**config.mk**
```make
export PLATFORM = sky130hd
export DESIGN_NAME = conv3x3_window_feeder_flat
export DESIGN_NICKNAME = d
export VERILOG_FILES = /design/src/rtl/conv_pkg.sv /design/src/rtl/conv3x3_window_feeder_if.sv /design/src/rtl/conv_line_buffer.sv /design/src/rtl/conv3x3_window_feeder.sv /design/src/flat_wrapper.sv
export SDC_FILE = /design/constraint.sdc
export NUM_CORES = 2
export LEC_CHECK = 0
export BUFFER_PORTS_ARGS = -buffer_cell sky130_fd_sc_hd__buf_4
export CAP_MARGIN = 20
export CORE_MARGIN = 2
export CORE_UTILIZATION = 30
export CTS_CLUSTER_DIAMETER = 150
export DETAILED_ROUTE_END_ITERATION = 16
export PLACE_DENSITY = 0.51
export RECOVER_POWER = 25
export SLEW_MARGIN = 20
export SYNTH_ARGS = -nofsm -noshare
export SYNTH_HDL_FRONTEND = slang
export SYNTH_HIERARCHICAL = 1
export SYNTH_SLANG_ARGS = --single-unit
export TNS_END_PERCENT = 30
```
**constraint.sdc**
```tcl
create_clock -name clk -period 11.71 [get_ports clk]
set_input_delay 2.342 -clock clk [delete_from_list [all_inputs] [get_ports clk]]
set_output_delay 2.342 -clock clk [all_outputs]
set_load 0.005 [all_outputs]
```
**src/rtl/conv_pkg.sv**
```systemverilog
// conv_pkg: shared widths and FSM encoding for the 3x3 convolution window feeder.
package conv_pkg;
   localparam int DATA_W   = 8;
   localparam int PROD_W   = 16;
   localparam int NUM_TAPS = 9;
   localparam int SUM_W    = 20;

   typedef enum logic [1:0] {IDLE, FILL, EMIT, DRAIN} state_t;
endpackage

```
**src/rtl/conv3x3_window_feeder_if.sv**
```systemverilog
// conv3x3_window_feeder_if: weight-load port, pixel stream in, partial-product bus out.
interface conv3x3_window_feeder_if;
   import conv_pkg::*;

   logic                w_load;
   logic [3:0]          w_idx;
   logic [DATA_W-1:0]   w_data;
   logic                pix_valid;
   logic                pix_ready;
   logic                pix_sof;
   logic [DATA_W-1:0]   pix_data;
   logic [PROD_W-1:0]   pp1, pp2, pp3, pp4, pp5, pp6, pp7, pp8, pp9;
   logic                pp_valid;
   logic                pp_ready;
   logic                frame_done;

   modport slave (
      input  w_load, w_idx, w_data, pix_valid, pix_sof, pix_data, pp_ready,
      output pix_ready, pp1, pp2, pp3, pp4, pp5, pp6, pp7, pp8, pp9, pp_valid, frame_done
   );

   modport master (
      output w_load, w_idx, w_data, pix_valid, pix_sof, pix_data, pp_ready,
      input  pix_ready, pp1, pp2, pp3, pp4, pp5, pp6, pp7, pp8, pp9, pp_valid, frame_done
   );
endinterface

```
**src/rtl/conv_line_buffer.sv**
```systemverilog
// conv_line_buffer: one image row of storage. Writes are clocked; the read port
// returns the pre-write contents of the addressed entry in the same cycle, so a
// column can be read out and replaced by the incoming pixel in a single handshake.
module conv_line_buffer #(
   parameter int DEPTH = 28,
   parameter int WIDTH = 8
) (
   input  logic                     clk,
   input  logic                     we_i,
   input  logic [$clog2(DEPTH)-1:0] addr_i,
   input  logic [WIDTH-1:0]         wdata_i,
   output logic [WIDTH-1:0]         rdata_o
);
   logic [WIDTH-1:0] mem_q [DEPTH];

   assign rdata_o = mem_q[addr_i];

   // Store the new entry at the addressed column
   always_ff @(posedge clk) begin
      if (we_i) mem_q[addr_i] <= wdata_i;
   end
endmodule

```
**src/rtl/conv3x3_window_feeder.sv**
```systemverilog
// conv3x3_window_feeder: raster pixel stream -> 3x3 sliding window -> nine
// weighted 16-bit products, one fully populated window per output handshake.
module conv3x3_window_feeder
   import conv_pkg::*;
#(
   parameter int IMG_W = 28,
   parameter int IMG_H = 28
) (
   input  logic clk,
   input  logic rst,
   conv3x3_window_feeder_if.slave bus
);
   localparam int CW = $clog2(IMG_W);
   localparam int RW = $clog2(IMG_H);
   localparam logic [CW-1:0] COL_LAST = CW'(IMG_W - 1);
   localparam logic [RW-1:0] ROW_LAST = RW'(IMG_H - 1);

   // Full-precision 8x8 unsigned multiply; 255*255 still fits 16 bits
   function automatic logic [PROD_W-1:0] tap_product(input logic [DATA_W-1:0] a,
                                                     input logic [DATA_W-1:0] b);
      return PROD_W'(a) * PROD_W'(b);
   endfunction

   state_t            state_q, state_d;
   logic [CW-1:0]     col_q, col_d, col_eff;
   logic [RW-1:0]     row_q, row_d, row_eff;
   logic [DATA_W-1:0] wgt_q [NUM_TAPS];
   logic [DATA_W-1:0] win_q [3][3];
   logic [DATA_W-1:0] newcol [3];
   logic [DATA_W-1:0] tap [NUM_TAPS];
   logic [DATA_W-1:0] lb0_rd, lb1_rd;
   logic [PROD_W-1:0] pp_q [NUM_TAPS];
   logic              pp_valid_q, pp_valid_d, frame_done_q;
   logic              pix_ready, pix_hs, pp_hs, advance, win_done, last_pix;

   // Handshakes and the raster position the current pixel lands on (sof forces 0,0)
   always_comb begin
      pix_hs   = bus.pix_valid & pix_ready;
      pp_hs    = pp_valid_q & bus.pp_ready;
      advance  = pix_hs & ((state_q != IDLE) | bus.pix_sof);
      col_eff  = bus.pix_sof ? '0 : col_q;
      row_eff  = bus.pix_sof ? '0 : row_q;
      win_done = advance & (row_eff >= RW'(2)) & (col_eff >= CW'(2));
      last_pix = advance & (row_eff == ROW_LAST) & (col_eff == COL_LAST);
   end

   // Next raster position after an accepted pixel
   always_comb begin
      col_d = col_q;
      row_d = row_q;
      if (advance) begin
         if (col_eff == COL_LAST) begin
            col_d = '0;
            row_d = (row_eff == ROW_LAST) ? '0 : row_eff + 1'b1;
         end else begin
            col_d = col_eff + 1'b1;
            row_d = row_eff;
         end
      end
   end

   // FSM state and raster counters
   always_ff @(posedge clk or posedge rst) begin
      if (rst) begin
         state_q <= IDLE;
         col_q   <= '0;
         row_q   <= '0;
      end else begin
         state_q <= state_d;
         col_q   <= col_d;
         row_q   <= row_d;
      end
   end

   // FSM next state: a sof mid-frame restarts filling, the final pixel drains
   always_comb begin
      state_d = state_q;
      unique case (state_q)
         IDLE:       if (advance) state_d = FILL;
         FILL, EMIT: if (advance) begin
            if (bus.pix_sof)   state_d = FILL;
            else if (last_pix) state_d = DRAIN;
            else if (win_done) state_d = EMIT;
         end
         DRAIN:      if (pp_hs) state_d = IDLE;
         default:    state_d = IDLE;
      endcase
   end

   // FSM outputs: accept pixels unless draining or the output slot is blocked
   always_comb begin
      pix_ready = ~rst & (state_q != DRAIN) & (~pp_valid_q | bus.pp_ready);
   end

   // Weight register file, writable only between frames
   always_ff @(posedge clk or posedge rst) begin
      if (rst) begin
         for (int k = 0; k < NUM_TAPS; k++) wgt_q[k] <= '0;
      end else if ((state_q == IDLE) && bus.w_load && (bus.w_idx <= 4'd8)) begin
         wgt_q[bus.w_idx] <= bus.w_data;
      end
   end

   // lb0 holds the previous row, lb1 the row before; lb1 is refilled from lb0
   conv_line_buffer #(.DEPTH(IMG_W), .WIDTH(DATA_W)) u_lb0 (
      .clk(clk), .we_i(advance), .addr_i(col_eff), .wdata_i(bus.pix_data), .rdata_o(lb0_rd)
   );
   conv_line_buffer #(.DEPTH(IMG_W), .WIDTH(DATA_W)) u_lb1 (
      .clk(clk), .we_i(advance), .addr_i(col_eff), .wdata_i(lb0_rd), .rdata_o(lb1_rd)
   );

   // Window as it will look after this pixel: two kept columns plus the new one
   always_comb begin
      newcol[0] = lb1_rd;
      newcol[1] = lb0_rd;
      newcol[2] = bus.pix_data;
      for (int r = 0; r < 3; r++) begin
         tap[3*r]   = win_q[r][1];
         tap[3*r+1] = win_q[r][2];
         tap[3*r+2] = newcol[r];
      end
   end

   // Shift the window left by one column on every accepted pixel
   always_ff @(posedge clk) begin
      if (advance) begin
         for (int r = 0; r < 3; r++) begin
            win_q[r][0] <= win_q[r][1];
            win_q[r][1] <= win_q[r][2];
            win_q[r][2] <= newcol[r];
         end
      end
   end

   assign pp_valid_d = win_done | (pp_valid_q & ~bus.pp_ready);

   // Output register: reload on a complete window, hold while stalled
   always_ff @(posedge clk or posedge rst) begin
      if (rst) begin
         for (int k = 0; k < NUM_TAPS; k++) pp_q[k] <= '0;
         pp_valid_q   <= 1'b0;
         frame_done_q <= 1'b0;
      end else begin
         if (win_done) begin
            for (int k = 0; k < NUM_TAPS; k++) pp_q[k] <= tap_product(tap[k], wgt_q[k]);
         end
         pp_valid_q   <= pp_valid_d;
         frame_done_q <= (state_q == DRAIN) & pp_hs;
      end
   end

   assign bus.pix_ready  = pix_ready;
   assign bus.pp_valid   = pp_valid_q;
   assign bus.frame_done = frame_done_q;
   assign bus.pp1 = pp_q[0];
   assign bus.pp2 = pp_q[1];
   assign bus.pp3 = pp_q[2];
   assign bus.pp4 = pp_q[3];
   assign bus.pp5 = pp_q[4];
   assign bus.pp6 = pp_q[5];
   assign bus.pp7 = pp_q[6];
   assign bus.pp8 = pp_q[7];
   assign bus.pp9 = pp_q[8];
endmodule

```
**src/flat_wrapper.sv**
```systemverilog
// flat-port wrapper written by rule: the top's interface ports become plain ports
module conv3x3_window_feeder_flat import conv_pkg::*;
#(
   parameter int IMG_W = 28,
   parameter int IMG_H = 28
)
  (clk, rst, bus_w_load, bus_w_idx, bus_w_data, bus_pix_valid, bus_pix_sof, bus_pix_data, bus_pp_ready, bus_pix_ready, bus_pp1, bus_pp2, bus_pp3, bus_pp4, bus_pp5, bus_pp6, bus_pp7, bus_pp8, bus_pp9, bus_pp_valid, bus_frame_done);
  conv3x3_window_feeder_if bus_i ();
  input  logic clk;
  input  logic rst;
  input wire logic [$bits(bus_i.w_load)-1:0] bus_w_load;
  input wire logic [$bits(bus_i.w_idx)-1:0] bus_w_idx;
  input wire logic [$bits(bus_i.w_data)-1:0] bus_w_data;
  input wire logic [$bits(bus_i.pix_valid)-1:0] bus_pix_valid;
  input wire logic [$bits(bus_i.pix_sof)-1:0] bus_pix_sof;
  input wire logic [$bits(bus_i.pix_data)-1:0] bus_pix_data;
  input wire logic [$bits(bus_i.pp_ready)-1:0] bus_pp_ready;
  output wire logic [$bits(bus_i.pix_ready)-1:0] bus_pix_ready;
  output wire logic [$bits(bus_i.pp1)-1:0] bus_pp1;
  output wire logic [$bits(bus_i.pp2)-1:0] bus_pp2;
  output wire logic [$bits(bus_i.pp3)-1:0] bus_pp3;
  output wire logic [$bits(bus_i.pp4)-1:0] bus_pp4;
  output wire logic [$bits(bus_i.pp5)-1:0] bus_pp5;
  output wire logic [$bits(bus_i.pp6)-1:0] bus_pp6;
  output wire logic [$bits(bus_i.pp7)-1:0] bus_pp7;
  output wire logic [$bits(bus_i.pp8)-1:0] bus_pp8;
  output wire logic [$bits(bus_i.pp9)-1:0] bus_pp9;
  output wire logic [$bits(bus_i.pp_valid)-1:0] bus_pp_valid;
  output wire logic [$bits(bus_i.frame_done)-1:0] bus_frame_done;
  assign bus_i.w_load = bus_w_load;
  assign bus_i.w_idx = bus_w_idx;
  assign bus_i.w_data = bus_w_data;
  assign bus_i.pix_valid = bus_pix_valid;
  assign bus_i.pix_sof = bus_pix_sof;
  assign bus_i.pix_data = bus_pix_data;
  assign bus_i.pp_ready = bus_pp_ready;
  assign bus_pix_ready = bus_i.pix_ready;
  assign bus_pp1 = bus_i.pp1;
  assign bus_pp2 = bus_i.pp2;
  assign bus_pp3 = bus_i.pp3;
  assign bus_pp4 = bus_i.pp4;
  assign bus_pp5 = bus_i.pp5;
  assign bus_pp6 = bus_i.pp6;
  assign bus_pp7 = bus_i.pp7;
  assign bus_pp8 = bus_i.pp8;
  assign bus_pp9 = bus_i.pp9;
  assign bus_pp_valid = bus_i.pp_valid;
  assign bus_frame_done = bus_i.frame_done;
  conv3x3_window_feeder #(.IMG_W(IMG_W), .IMG_H(IMG_H)) u_core (.clk(clk), .rst(rst), .bus(bus_i));
endmodule
```
==> reports/metrics.cfg <==
[route]
top_layer_used = met5
ant_nets = 0
drt-total-wl_um = 116000
drtIter0Drc = 1700
met1_length_um = 53200
via_per_inst = 4.72
firstDrtPassIters = 5
vias = 29200
post_drt_wl_per_cell_um = 18.8
wl_met2_um = 56600
wl_met3_um = 4540
drc_errors = 0

[timing]
fin_crit_sh_pct = 73.6
clock_skew_ns = 0.0372
fmax_mhz = 116
fin_ws_ns = 3.09
slew_violations = 479
period_minus_slack_ns = 8.62
tightest_slew_ns = 3.74
setup_tns_ns = 0
finalHoldViolCount = 0
maxSlewHeadroom_pct = -150
finalSetupViolCount = 0
rsz0062_at_grt = no

[final_layout]
areaGrowthSynthToFinish_pct = 14.2
design_area_mm2 = 0.0531
final_cells = 6183
seqCellArea_mm2 = 0.0206
nets = 4749
multi_input_area_mm2 = 0.0236
n_fill_cell = 15300
final_layout_size_suffix_gt1_share_pct = 12.5

[yosys]
synth_nets = 4543
synth_top_cells_by_area = edfxtp_1 32%, fa_1 14%, dfrtp_1 12%
synth_top_area_cell = edfxtp_1
synth_area_mm2 = 0.0465
synth_edf_count = 496
synthArstFlopShare_pct = 31.7
ys_top_cells_by_count = 496 x edfxtp_1, 469 x inv_1, 463 x and2_1
synth.top_cell.area_share_pct = 32.0
synth.most_common_cell = edfxtp_1
avgSynthCellArea_um2 = 12.0
synthCells = 3863
ys_seq_elements = 726
yosysWarnings = 6
synth_top_flop_cell = edfxtp_1
yosysUniqueCellTypes = 73
ys_seq_area_share_pct = 44.4

[cts]
cts_setup_buffers = 0
clk_pin_slew_worst_paths_ns = 0.06
cts_root_buf = clkbuf_16
clock-sinks = 726
insertion_delay_ns = 0.68
clockBufferDepth = 3
cts_resized = 0
cts_tree = yes
cts_htree_levels = 3
cts_hold_buf = 0
numCtsBuffers = 84

[power]
combPwrFrac_pct = 52.8
p_int_w = 0.00775
powerDensity_mw_per_mm2 = 251
swShare_pct = 41.8
p_switching_w = 0.00556
vdd_drop_max_v = 0.000118
p_seq_share_pct = 26.1
p_leak_nw = 22.9
pwr-share-clk_pct = 21.1

[hold_path]
min_path_cells = 2
holdPathEnd = u_core/bus.pp5[6]
hp-start = u_core/bus.pp5[6]
hp-class = register to register

[setup_path]
crit_arrival_ns = 9.14
cp-start-kind = input port
r2r_start = u_core/col_q[1]
path_class = input port to register
worst_setup_path_end_kind = register
cp_max_fo = 38
r2r_end = u_core/bus.pp3[15]
reg2regPathDepth = 22
r2r_slack_ns = 4.47
required_ns = 12.23

[global_route]
grt_pass1_vias = 30800
grt_pass1_wl_um = 184000
track_usage_pct = 15.0
grt_max_degree = 92
grt_remaining_overflow = 0
antenna_found_initial = 6

[status]
status = finished with violations
failed_checks = capacitance limit, slew limit

[floorplan]
initial_core_util_pct = 30.2
io_pins = 173
dieArea_mm2 = 0.158
core_mm2 = 0.154
die_h_um = 398
rows = 144
die_x_um = 398

[placed_design]
numPortBuffers = 172
dp_slack_ns = 2.18
dpl_cell_area_mm2 = 0.0502
hpwl_um = 82600
place_inst = 6026
place.gp.congestion = 0.818

[run]
cap_violations = 11

-- layout make-up --
| type | instances | area share [%] |
|---|---|---|
| Sequential cell | 726 | 38.9 |
| Clock buffer | 107 | 4.27 |
| Inverter | 470 | 3.33 |
| Clock inverter | 47 | 1.29 |
| Timing Repair Buffer | 215 | 2.98 |
| Tap cell | 2044 | 4.82 |
| Antenna cell | 2 | 0.00943 |
| Multi-Input combinational cell | 2572 | 44.4 |
-- per-layer routing --
| layer | track usage, % | up-vias |
|---|---|---|
| met5 | 0 | - |
| met4 | 3.42 | 4 |
| met3 | 2.29 | 108 |
| met2 | 25.4 | 446 |
| met1 | 20.1 | 15000 |
| li1 | - | 13600 |
-- how the worst max path moves through the flow --
stage	from	to	slack, ns	cells past startpoint
2_1_floorplan	rst	u_core/bus.frame_done	3.06	1
3_3_place_gp	bus_pix_sof	u_core/bus.pp6[15]	2.27	25
3_5_place_dp	bus_pix_sof	u_core/bus.pp6[15]	2.18	23
4_1_cts	bus_pix_sof	u_core/bus.pp6[15]	2.92	23
5_1_grt	bus_pix_sof	u_core/bus.pp6[15]	2.59	22
6_report	bus_pix_sof	u_core/bus.pp3[15]	3.09	23
-- metrics by stage --
step | total power [W] | hold WS, ns | utilization, %
after floorplan | 0.00873 | 0.468 | -
after global placement | 0.0106 | 0.463 | 32.6
after detailed placement | 0.0107 | 0.465 | 32.6
after CTS | 0.0136 | 0.480 | 34.5
after global routing | 0.0147 | 0.502 | 34.5
final | 0.0133 | 0.476 | 34.5
-- flip-flops by register name (all words and copies together) (netlist names) --
name,flops
u_core/bus.frame_done,1
u_core/bus.pp1,16
u_core/bus.pp2,16
u_core/bus.pp3,16
u_core/bus.pp4,16
u_core/bus.pp5,16
u_core/bus.pp6,16
u_core/bus.pp7,16
u_core/bus.pp8,16
u_core/bus.pp9,16
u_core/bus.pp_valid,1
u_core/col_q,5
u_core/row_q,5
u_core/state_q,2
u_core/u_lb0/mem_q,224
u_core/u_lb1/mem_q,224
u_core/wgt_q,72
u_core/win_q,48
-- cells in the final DEF, fill, tap and decap left out, types with 68 or more instances in the layout --
master     netlist  layout
edfxtp_1       496     496
inv_1          469     465
and2_1         463     463
nand2_1        396     396
ha_1           330     330
fa_1           324     324
dfrtp_1        230     230
buf_4           20     199
o21ai_0        171     171
nor2_1          98      97
mux2i_1         89      89
clkbuf_16        0      85
mux2_2          81      81
a21oi_1         75      75
mux4_2          68      68
-- worst max-delay path: stages --
cell and delay (ns):
buf_4 0.18, nor2b_4 0.44, buf_4 0.35, buf_4 0.52, mux4_2 0.57, nor2_1 0.09, a2111oi_0 0.07, buf_4 0.18
or3_1 0.53, and2_1 0.24, fa_1 0.52, fa_1 0.51, fa_1 0.49, inv_1 0.05, fa_1 0.47, inv_1 0.04
ha_1 0.34, and2_0 0.27, a41o_1 0.27, a41oi_1 0.23, a21oi_1 0.12, xnor2_1 0.16, o21ai_0 0.09
-- logic make-up after synthesis --
kind of cell,share of synthesized area [%]
compound gates,6.18
xor+xnor,1.73
fa+ha+maj,22.8
buf+inv,4.98
flops,44.4
mux,7.17
simple gates,12.7
-- power groups by stage --
stage	Sequential, W	Clock [W]	Combinational [W]
5_1_grt	0.00353	0.00300	0.00821
2_1_floorplan	0.00334	0	0.00539
3_3_place_gp	0.00353	0	0.00708
3_5_place_dp	0.00353	0	0.00713
4_1_cts	0.00348	0.00291	0.00719
6_report	0.00348	0.00281	0.00703
Power figures use the tool's default switching activity.
